File: src/rtl/branch_sequencer.sv
// rtl/branch_sequencer.sv - multicycle sequencer for one RV32I B-type branch
//
// Ports:
//   clk, rst          rising-edge clock, synchronous active-high reset
//   start             one-cycle request from the main FSM, honoured only in IDLE
//   instr, pc_actual  instruction word and its PC, latched on an accepted start
//   rs1_addr/rs2_addr register-file read addresses taken from the latched word
//   alu_sub           asks the shared ALU for rs1-rs2 during COMPARA
//   alu_zero/neg/
//   alu_carry/ovf     ALU flags, registered at the end of COMPARA
//   pc_next, pc_we    next PC value and its one-cycle write strobe
//   tomado            branch taken, held from the done cycle until the next start
//   busy, done        sequencer activity and one-cycle completion pulse
//   illegal           one-cycle trap pulse, coincident with done
//   cnt_tomados       committed taken branches (wraps)
//   cnt_total         committed branches, taken or not (wraps)

module branch_sequencer #(
  parameter int CNT_W = 16
) (
  input  logic             clk,
  input  logic             rst,
  input  logic             start,
  input  logic [31:0]      instr,
  input  logic [31:0]      pc_actual,
  output logic [4:0]       rs1_addr,
  output logic [4:0]       rs2_addr,
  output logic             alu_sub,
  input  logic             alu_zero,
  input  logic             alu_neg,
  input  logic             alu_carry,
  input  logic             alu_ovf,
  output logic [31:0]      pc_next,
  output logic             pc_we,
  output logic             tomado,
  output logic             busy,
  output logic             done,
  output logic             illegal,
  output logic [CNT_W-1:0] cnt_tomados,
  output logic [CNT_W-1:0] cnt_total
);

  localparam logic [6:0] OPC_BRANCH = 7'b1100011;

  typedef enum logic [2:0] {
    S_IDLE    = 3'd0,
    S_LECTURA = 3'd1,
    S_COMPARA = 3'd2,
    S_EVALUA  = 3'd3,
    S_ESCRIBE = 3'd4,
    S_TRAP    = 3'd5
  } state_t;

  state_t state, state_nxt;

  // The opcode is only needed for the decode in IDLE, so bits [6:0] are not kept.
  logic [31:7] instr_q;
  logic [31:0] pc_q;
  logic        flag_z, flag_n, flag_c, flag_v;

  logic        accept;
  logic        enc_ok;
  logic [2:0]  funct3;
  logic [31:0] imm;
  logic [31:0] target;
  logic [31:0] fallthrough;
  logic        cond;
  logic        misaligned;

  assign accept = (state == S_IDLE) && start;

  // funct3 010 and 011 are the two reserved branch encodings.
  assign enc_ok = (instr[6:0] == OPC_BRANCH) && (instr[14:13] != 2'b01);

  assign rs1_addr = instr_q[19:15];
  assign rs2_addr = instr_q[24:20];
  assign funct3   = instr_q[14:12];

  assign imm = {{20{instr_q[31]}}, instr_q[7], instr_q[30:25], instr_q[11:8], 1'b0};
  assign target      = pc_q + imm;
  assign fallthrough = pc_q + 32'd4;

  // Condition from the flags of rs1-rs2: signed less-than is N xor V,
  // unsigned greater-or-equal is the carry out of the subtract.
  always_comb begin
    cond = 1'b0;
    case (funct3)
      3'b000:  cond = flag_z;
      3'b001:  cond = !flag_z;
      3'b100:  cond = flag_n ^ flag_v;
      3'b101:  cond = !(flag_n ^ flag_v);
      3'b110:  cond = !flag_c;
      3'b111:  cond = flag_c;
      default: cond = 1'b0;
    endcase
  end

  // Without the C extension a taken target must be word aligned; bit 0 of
  // the target is always zero, so only bit 1 can be wrong.
  assign misaligned = cond && target[1];

  always_comb begin
    state_nxt = state;
    alu_sub   = 1'b0;
    pc_we     = 1'b0;
    done      = 1'b0;
    illegal   = 1'b0;
    busy      = 1'b1;
    case (state)
      S_IDLE: begin
        busy = 1'b0;
        if (start) begin
          state_nxt = enc_ok ? S_LECTURA : S_TRAP;
        end
      end
      S_LECTURA: begin
        state_nxt = S_COMPARA;
      end
      S_COMPARA: begin
        alu_sub   = 1'b1;
        state_nxt = S_EVALUA;
      end
      S_EVALUA: begin
        state_nxt = misaligned ? S_TRAP : S_ESCRIBE;
      end
      S_ESCRIBE: begin
        pc_we     = 1'b1;
        done      = 1'b1;
        state_nxt = S_IDLE;
      end
      S_TRAP: begin
        done      = 1'b1;
        illegal   = 1'b1;
        state_nxt = S_IDLE;
      end
      default: begin
        state_nxt = S_IDLE;
      end
    endcase
  end

  always_ff @(posedge clk) begin
    if (rst) begin
      state <= S_IDLE;
    end else begin
      state <= state_nxt;
    end
  end

  always_ff @(posedge clk) begin
    if (rst) begin
      instr_q     <= '0;
      pc_q        <= '0;
      flag_z      <= 1'b0;
      flag_n      <= 1'b0;
      flag_c      <= 1'b0;
      flag_v      <= 1'b0;
      pc_next     <= '0;
      tomado      <= 1'b0;
      cnt_tomados <= '0;
      cnt_total   <= '0;
    end else begin
      if (accept) begin
        instr_q <= instr[31:7];
        pc_q    <= pc_actual;
        tomado  <= 1'b0;
      end
      if (state == S_COMPARA) begin
        flag_z <= alu_zero;
        flag_n <= alu_neg;
        flag_c <= alu_carry;
        flag_v <= alu_ovf;
      end
      // Commit on the way into ESCRIBE so the counters already show the
      // new branch during the done cycle. A trap leaves tomado at the 0
      // written on start.
      if (state == S_EVALUA && !misaligned) begin
        pc_next   <= cond ? target : fallthrough;
        tomado    <= cond;
        cnt_total <= cnt_total + CNT_W'(1);
        if (cond) begin
          cnt_tomados <= cnt_tomados + CNT_W'(1);
        end
      end
    end
  end

endmodule

File: config.mk
export PLATFORM = sky130hd
export DESIGN_NAME = branch_sequencer
export DESIGN_NICKNAME = d
export VERILOG_FILES = /design/src/rtl/branch_sequencer.sv
export SDC_FILE = /design/constraint.sdc
export NUM_CORES = 1
export LEC_CHECK = 0
export BUFFER_PORTS_ARGS = -buffer_cell sky130_fd_sc_hd__buf_2
export CAP_MARGIN = 20
export CORE_MARGIN = 8
export CORE_UTILIZATION = 57
export CTS_BUF_LIST = sky130_fd_sc_hd__clkbuf_4 sky130_fd_sc_hd__clkbuf_8
export CTS_CLUSTER_DIAMETER = 60
export DETAILED_ROUTE_END_ITERATION = 7
export GPL_TIMING_DRIVEN = 0
export HOLD_SLACK_MARGIN = 0.1
export PLACE_DENSITY = 0.82
export SYNTH_ARGS = -nofsm -noshare
export SYNTH_HDL_FRONTEND = slang
export SYNTH_SLANG_ARGS = --single-unit
File: constraint.sdc
create_clock -name clk -period 3.6 [get_ports clk]
set_input_delay 0.9 -clock clk [delete_from_list [all_inputs] [get_ports clk]]
set_output_delay 0.9 -clock clk [all_outputs]
set_load 0.02 [all_outputs]
==> flow_summary.ini, run 1 <==
[worst_setup_path]
cp_common_cell = a21oi_1
r2r-start = instr_q[31]
cp_cell_sequence = ha_1, a21oi_1, o21ai_0, a41oi_1, nor3_1, a21oi_1, xor2_1, a211oi_1
slowest_delay_ps = 980
critPathArrivalTime_ps = 3670
startpoint_type = register
crit_fanout = 21
path_class = reg2reg
path_buf_inv = 0
endpoint_kind = register
rr_worst_depth = 8
r2r_end = pc_next[21]
cp.required_ps = 3960
reg2reg_slack_ps = 290
cp_top_family = compound AO/OA/AOI/OAI gates
crit_path_top_delay_cell = dfxtp_1

[timing]
rsz0062_at_grt = no
slew_violations = 0
finalSetupViolCount = 0
relSlewSlack_pct = 25.0
fmax_mhz = 302
period_needed_ps = 3310
fin_hold_ws_ps = 455
setup_tns_ps = 0
setup_ws_ps = 289
worstMarginPinSlew_ps = 1120
skew_ps = 16.7
finalCritPeriodShare_pct = 92.0
hold_viol_final = 0

[clock_network]
clk_path_buf_depth = 2
cts_setup_buffers = 0
cts_resized = 0
cts.root.buffer_cell = clkbuf_8
clock_sinks = 129
worst_setup_hold_path_clk_slew_ps = 80
cts_tree = built
htree_levels = 4
cts_hold_buf = 0
cts_buffers = 17
clk_latency_ps = 460

[cells_and_area]
drive_gt1_share_pct = 18.9
final_cell_mix = nand2_1 (184), buf_2 (156), dfxtp_1 (129)
fin_cells = 1307
num-fill-cells = 1103
syn2layout_area_growth_pct = 18.6
antenna_cells = 0
final_common_cell = nand2_1
nets = 1229
design_area_sq_um = 8790

[routing]
drt_iter0_drc = 864
routed_via_density = 5.81
wl_um = 22600
routed-via-count = 7598
antenna_left = 0
wl_per_cell_um = 17.3
drcViolationCount = 0
drt-pass1-iter-count = 5

[logic_synthesis]
synthXorXnorAreaFrac_pct = 9.64
ys_warn_count = 0
synth_top_family_by_area = simple AND/OR/NAND/NOR gates
synth-simple-area-share_pct = 24.2
synth_flop_cell = dfxtp_1
async_reset_ff_share_pct = 0
syn-instance-count = 955
synth.distinct_cells = 63
ys_seq_area_share_pct = 34.9
synth_compound_area_share_pct = 19.3
syn_area_per_cell_sq_um = 7.76
synth_mux_area_share_pct = 1.25
syn_nets = 1060
synthAdderAreaFrac_pct = 5.84
synth_edf_count = 0
ys_ff_latch = 129
netlist_area_sq_um = 7410

[grt]
grt_usage_pct = 26.3
grt_start_max_net_pins = 22
grt_pass1_vias = 7014
grt_pass1_wl_um = 34900
antenna_found_initial = 0
gr-total-overflow = 0

[power_and_ir_drop]
switching_share_pct = 32.2
p_sw_mw = 1.22
vdd_drop_max_mv = 0.425
p_comb_share_pct = 22.4
p_leak_nw = 3.68
power_frac_seq_pct = 42.6
p_clk_share_pct = 35.0
power_density_nw_per_um2 = 430
p_int_mw = 2.56

[placement]
dp_cells = 1277
place_area_sq_um = 8380
place_hpwl_um = 17000
gp_congestion = 1.02
pre_cts_ws_ps = 434
io_buffer_count = 149

[die]
start_util_pct = 58.5
core_region_area_sq_um = 12700
die_w_um = 130
die_area_sq_um = 16900
ioPinCount = 151
row_count = 41
die_h_um = 130

[worst_hold_path]
hold_depth = 2
hp-start = pc_next[2]
hp-class = reg2reg
whs_endpoint = pc_next[2]

[run]
cap_violations = 0

[status]
outcome = finished, final reports clean
==> synthesized netlist by cell type (all sizes together), types with 5 or more instances <==
| cell type | number | share of area (%) |
|---|---|---|
| inv | 13 | 0.66 |
| o221ai | 9 | 1.1 |
| a2111oi | 6 | 0.96 |
| nand4 | 23 | 1.9 |
| a31oi | 5 | 0.42 |
| nor2 | 83 | 4.2 |
| and2 | 6 | 0.51 |
| nand3 | 35 | 2.4 |
| nand2b | 6 | 0.51 |
| buf | 24 | 2.3 |
| o21a | 8 | 0.81 |
| nor3 | 27 | 1.8 |
| dfxtp | 129 | 35 |
| a21o | 5 | 0.51 |
| mux2i | 7 | 0.95 |
| xnor2 | 35 | 4.1 |
| a21oi | 116 | 7.9 |
| o21ai | 25 | 1.7 |
| a211oi | 15 | 1.5 |
| clkbuf | 37 | 1.9 |
| nand2 | 184 | 9.3 |
| and3 | 13 | 1.1 |
| ha | 33 | 5.6 |
| xor2 | 44 | 5.2 |
| o211ai | 8 | 0.81 |
==> stage by stage <==
stage,power [mW],util (%)
2_1_floorplan,2.21,-
3_3_place_gp,2.45,66.1
3_5_place_dp,2.46,66.1
4_1_cts,3.77,69.4
5_1_grt,3.94,69.4
6_report,3.78,69.4
==> worst min-delay path: stages (launching register included) <==
cell     delay [ps]
dfxtp_1         310
nand2_1          50
a21oi_1          50
==> registers in the layout, indices dropped and copies added (netlist names) <==
name / count
cnt_tomados: 16
state: 3
pc_next: 32
flag_c: 1
flag_n: 1
cnt_total: 16
flag_v: 1
instr_q: 25
flag_z: 1
tomado: 1
pc_q: 32
==> final cells by class <==
| type | instances | area (sq um) | share of cell area (%) |
|---|---|---|---|
| clock inverters | 9 | 131 | 1.49 |
| inverters | 13 | 48.8 | 0.555 |
| multi-input cells | 752 | 4470 | 50.8 |
| repair buffers | 150 | 751 | 8.54 |
| plain buffers | 61 | 313 | 3.56 |
| flip-flops and latches | 129 | 2580 | 29.4 |
| clock buffers | 21 | 283 | 3.22 |
| well taps | 172 | 215 | 2.45 |
==> layer usage <==
metal | routed length, um | share of wire (%) | track usage (%) | vias to the layer above
met1 | 9650 | 43 | 33.7 | 3502
met5 | 0 | 0 | 0 | -
li1 | - | - | - | 3690
met4 | 573 | 2.5 | 10.4 | 0
met3 | 2210 | 9.8 | 6.41 | 50
met2 | 10200 | 45 | 41.9 | 356
==> cell families after synthesis <==
| kind of cell | Yosys count |
|---|---|
| compound gates | 229 |
| xor+xnor | 80 |
| fa+ha+maj | 34 |
| buf+inv | 74 |
| flops | 129 |
| simple gates | 400 |
| mux | 9 |
==> worst max-delay path by stage <==
stage / slack (ps) / to / cells past startpoint / start
3_3_place_gp: 380 / pc_next[29] / 8 / instr_q[31]
3_5_place_dp: 430 / pc_next[29] / 8 / instr_q[31]
5_1_grt: 60 / pc_next[21] / 8 / instr_q[31]
6_report: 290 / pc_next[21] / 8 / instr_q[31]
4_1_cts: 420 / pc_next[21] / 8 / instr_q[31]
2_1_floorplan: 1030 / pc_next[26] / 9 / instr_q[31]
==> power groups by stage <==
stage / registers (mW) / logic [mW] / clock network, mW
after floorplan: 1.62 / 0.589 / 0
after global placement: 1.63 / 0.816 / 0
after detailed placement: 1.64 / 0.825 / 0
after CTS: 1.61 / 0.833 / 1.33
after global routing: 1.62 / 0.928 / 1.40
final: 1.61 / 0.848 / 1.32
No activity file was read; power rests on OpenSTA's default activity.
==> run 2: changes to the inputs <==
--- a/config.mk
+++ b/config.mk
@@ -15,6 +15,7 @@
 export GPL_TIMING_DRIVEN = 0
 export HOLD_SLACK_MARGIN = 0.1
 export PLACE_DENSITY = 0.82
+export REMOVE_ABC_BUFFERS = 1
 export SYNTH_ARGS = -nofsm -noshare
 export SYNTH_HDL_FRONTEND = slang
 export SYNTH_SLANG_ARGS = --single-unit
==> flow_summary.ini, run 2 (synthesized netlist as in run 1, its figures left out) <==
[power_and_ir_drop]
p_clk_share_pct = 33.1
power_frac_seq_pct = 44.5
p_total_mw = 3.62
p_comb_share_pct = 22.4
vdd_drop_max_mv = 0.331
p_sw_mw = 1.15
power_density_nw_per_um2 = 421
p_int_mw = 2.47
p_leak_nw = 3.56
switching_share_pct = 31.7

[cells_and_area]
syn2layout_area_growth_pct = 16.2
final_cell_mix = nand2_1 (183), buf_2 (149), dfxtp_1 (129)
antenna_cells = 0
reg_top3 = pc_next (32), pc_q (32), instr_q (25)
drive_gt1_share_pct = 18.8
nets = 1176
fin_util_pct = 67.9
final_common_cell = nand2_1

[worst_setup_path]
cp_cell_sequence = ha_1, a21oi_1, nand2_1, o31ai_1, o21ai_0, xnor2_1, a221oi_1
r2r_end = pc_next[31]
crit_path_top_delay_cell = dfxtp_1
cp.required_ps = 3950
crit_fanout = 21
cp_top_family = compound AO/OA/AOI/OAI gates
slowest_delay_ps = 930
r2r-start = instr_q[31]
critPathArrivalTime_ps = 3710
path_class = reg2reg
reg2reg_slack_ps = 240
rr_worst_depth = 7
endpoint_kind = register
startpoint_type = register
path_buf_inv = 0

[placement]
pre_cts_ws_ps = 184
place_hpwl_um = 15100
io_buffer_count = 150
gp_congestion = 0.944

[clock_network]
htree_levels = 4
cts.root.buffer_cell = clkbuf_8
clk_path_buf_depth = 2
cts_buffers = 17
clk_latency_ps = 450
clock_sinks = 129
cts_tree = built
worst_setup_hold_path_clk_slew_ps = 70

[timing]
finalCritPeriodShare_pct = 93.3
setup_ws_ps = 239
rsz0062_at_grt = no
fmax_mhz = 298
slew_violations = 0
finalSetupViolCount = 0
setup_tns_ps = 0
hold_viol_final = 0
fin_hold_ws_ps = 452
relSlewSlack_pct = 29.8
worstMarginPinSlew_ps = 1050
skew_ps = 12.1
period_needed_ps = 3360

[grt]
grt_usage_pct = 24.8
grt_pass1_wl_um = 33400
antenna_found_initial = 0
gr-total-overflow = 0
grt_pass1_vias = 6889
grt_start_max_net_pins = 73

[routing]
wl_um = 20500
antenna_left = 0
drt-pass1-iter-count = 6
drcViolationCount = 0
routed_via_density = 5.78
wl_per_cell_um = 16.4
drt_iter0_drc = 608
routed-via-count = 7243

[status]
outcome = finished, final reports clean

[die]
die_area_sq_um = 16900
die_h_um = 130
die_w_um = 130
start_util_pct = 58.5
row_count = 41
ioPinCount = 151
core_region_area_sq_um = 12700

[worst_hold_path]
hp-start = instr_q[20]
whs_endpoint = instr_q[20]
hp-class = reg2reg
hold_depth = 2

[run]
cap_violations = 0
run 2: cell types whose count changed in the layout (fill, tap and decap cells not counted), moves of 2 or more:
cell	before	now
clkbuf_8	20	18
buf_2	156	149
nor3_1	27	25
nor3_2	0	2
buf_16	0	3
clkbuf_1	36	0
clkbuf_4	1	5
buf_4	16	2
run 2: timing repair:
| action | 4_1_cts | 5_1_grt |
|---|---|---|
| setup buffers | 0 | 0 |
| setup endpoints to repair | 0 | 6 |
| hold buffers | 0 | 0 |
| resized for setup | 0 | 1 |
run 2: stage by stage:
step,instance area (sq um),instances
finish,8610,1253
floorplan,7100,894
global placement,8060,1216
CTS,8600,1252
detailed placement,8230,1223
global route,8610,1253
run 2: layer usage:
| layer | global-route usage, % | up-vias | share of wire [%] |
|---|---|---|---|
| li1 | - | 3593 | - |
| met1 | 31.0 | 3359 | 43 |
| met2 | 40.0 | 254 | 48 |
| met3 | 6.24 | 37 | 7.6 |
| met4 | 10.1 | 0 | 2.2 |
| met5 | 0 | - | 0 |
run 2: power by group through the flow:
stage	combinational [mW]	sequential, mW	clock (mW)
floorplan	0.511	1.64	0
global placement	0.755	1.64	0
detailed placement	0.800	1.64	0
CTS	0.806	1.61	1.22
global route	0.900	1.62	1.29
finish	0.812	1.61	1.20
run 2: worst max path at each step:
stage / from / endpoint / slack, ps / depth (start not counted)
after floorplan: flag_v / pc_next[19] / 530 / 7
after global placement: start / pc_q[20] / -920 / 5
after detailed placement: flag_v / pc_next[30] / 180 / 8
after CTS: flag_v / pc_next[25] / 150 / 8
after global routing: instr_q[31] / pc_next[31] / 170 / 7
final: instr_q[31] / pc_next[31] / 240 / 7
run 2: tightest hold or removal path, cell delays in order, from the launching register on:
cell,delay [ps]
dfxtp_1,310
nand2_1,50
a21oi_1,50
run 2: area by class of cell:
type	count	area [sq um]
clock buffer	23	285
clock inverter	6	85.1
fill	1150	4060
inverter	13	48.8
multi-input combinational	752	4500
sequential	129	2580
tap	172	215
timing repair buffer	158	891
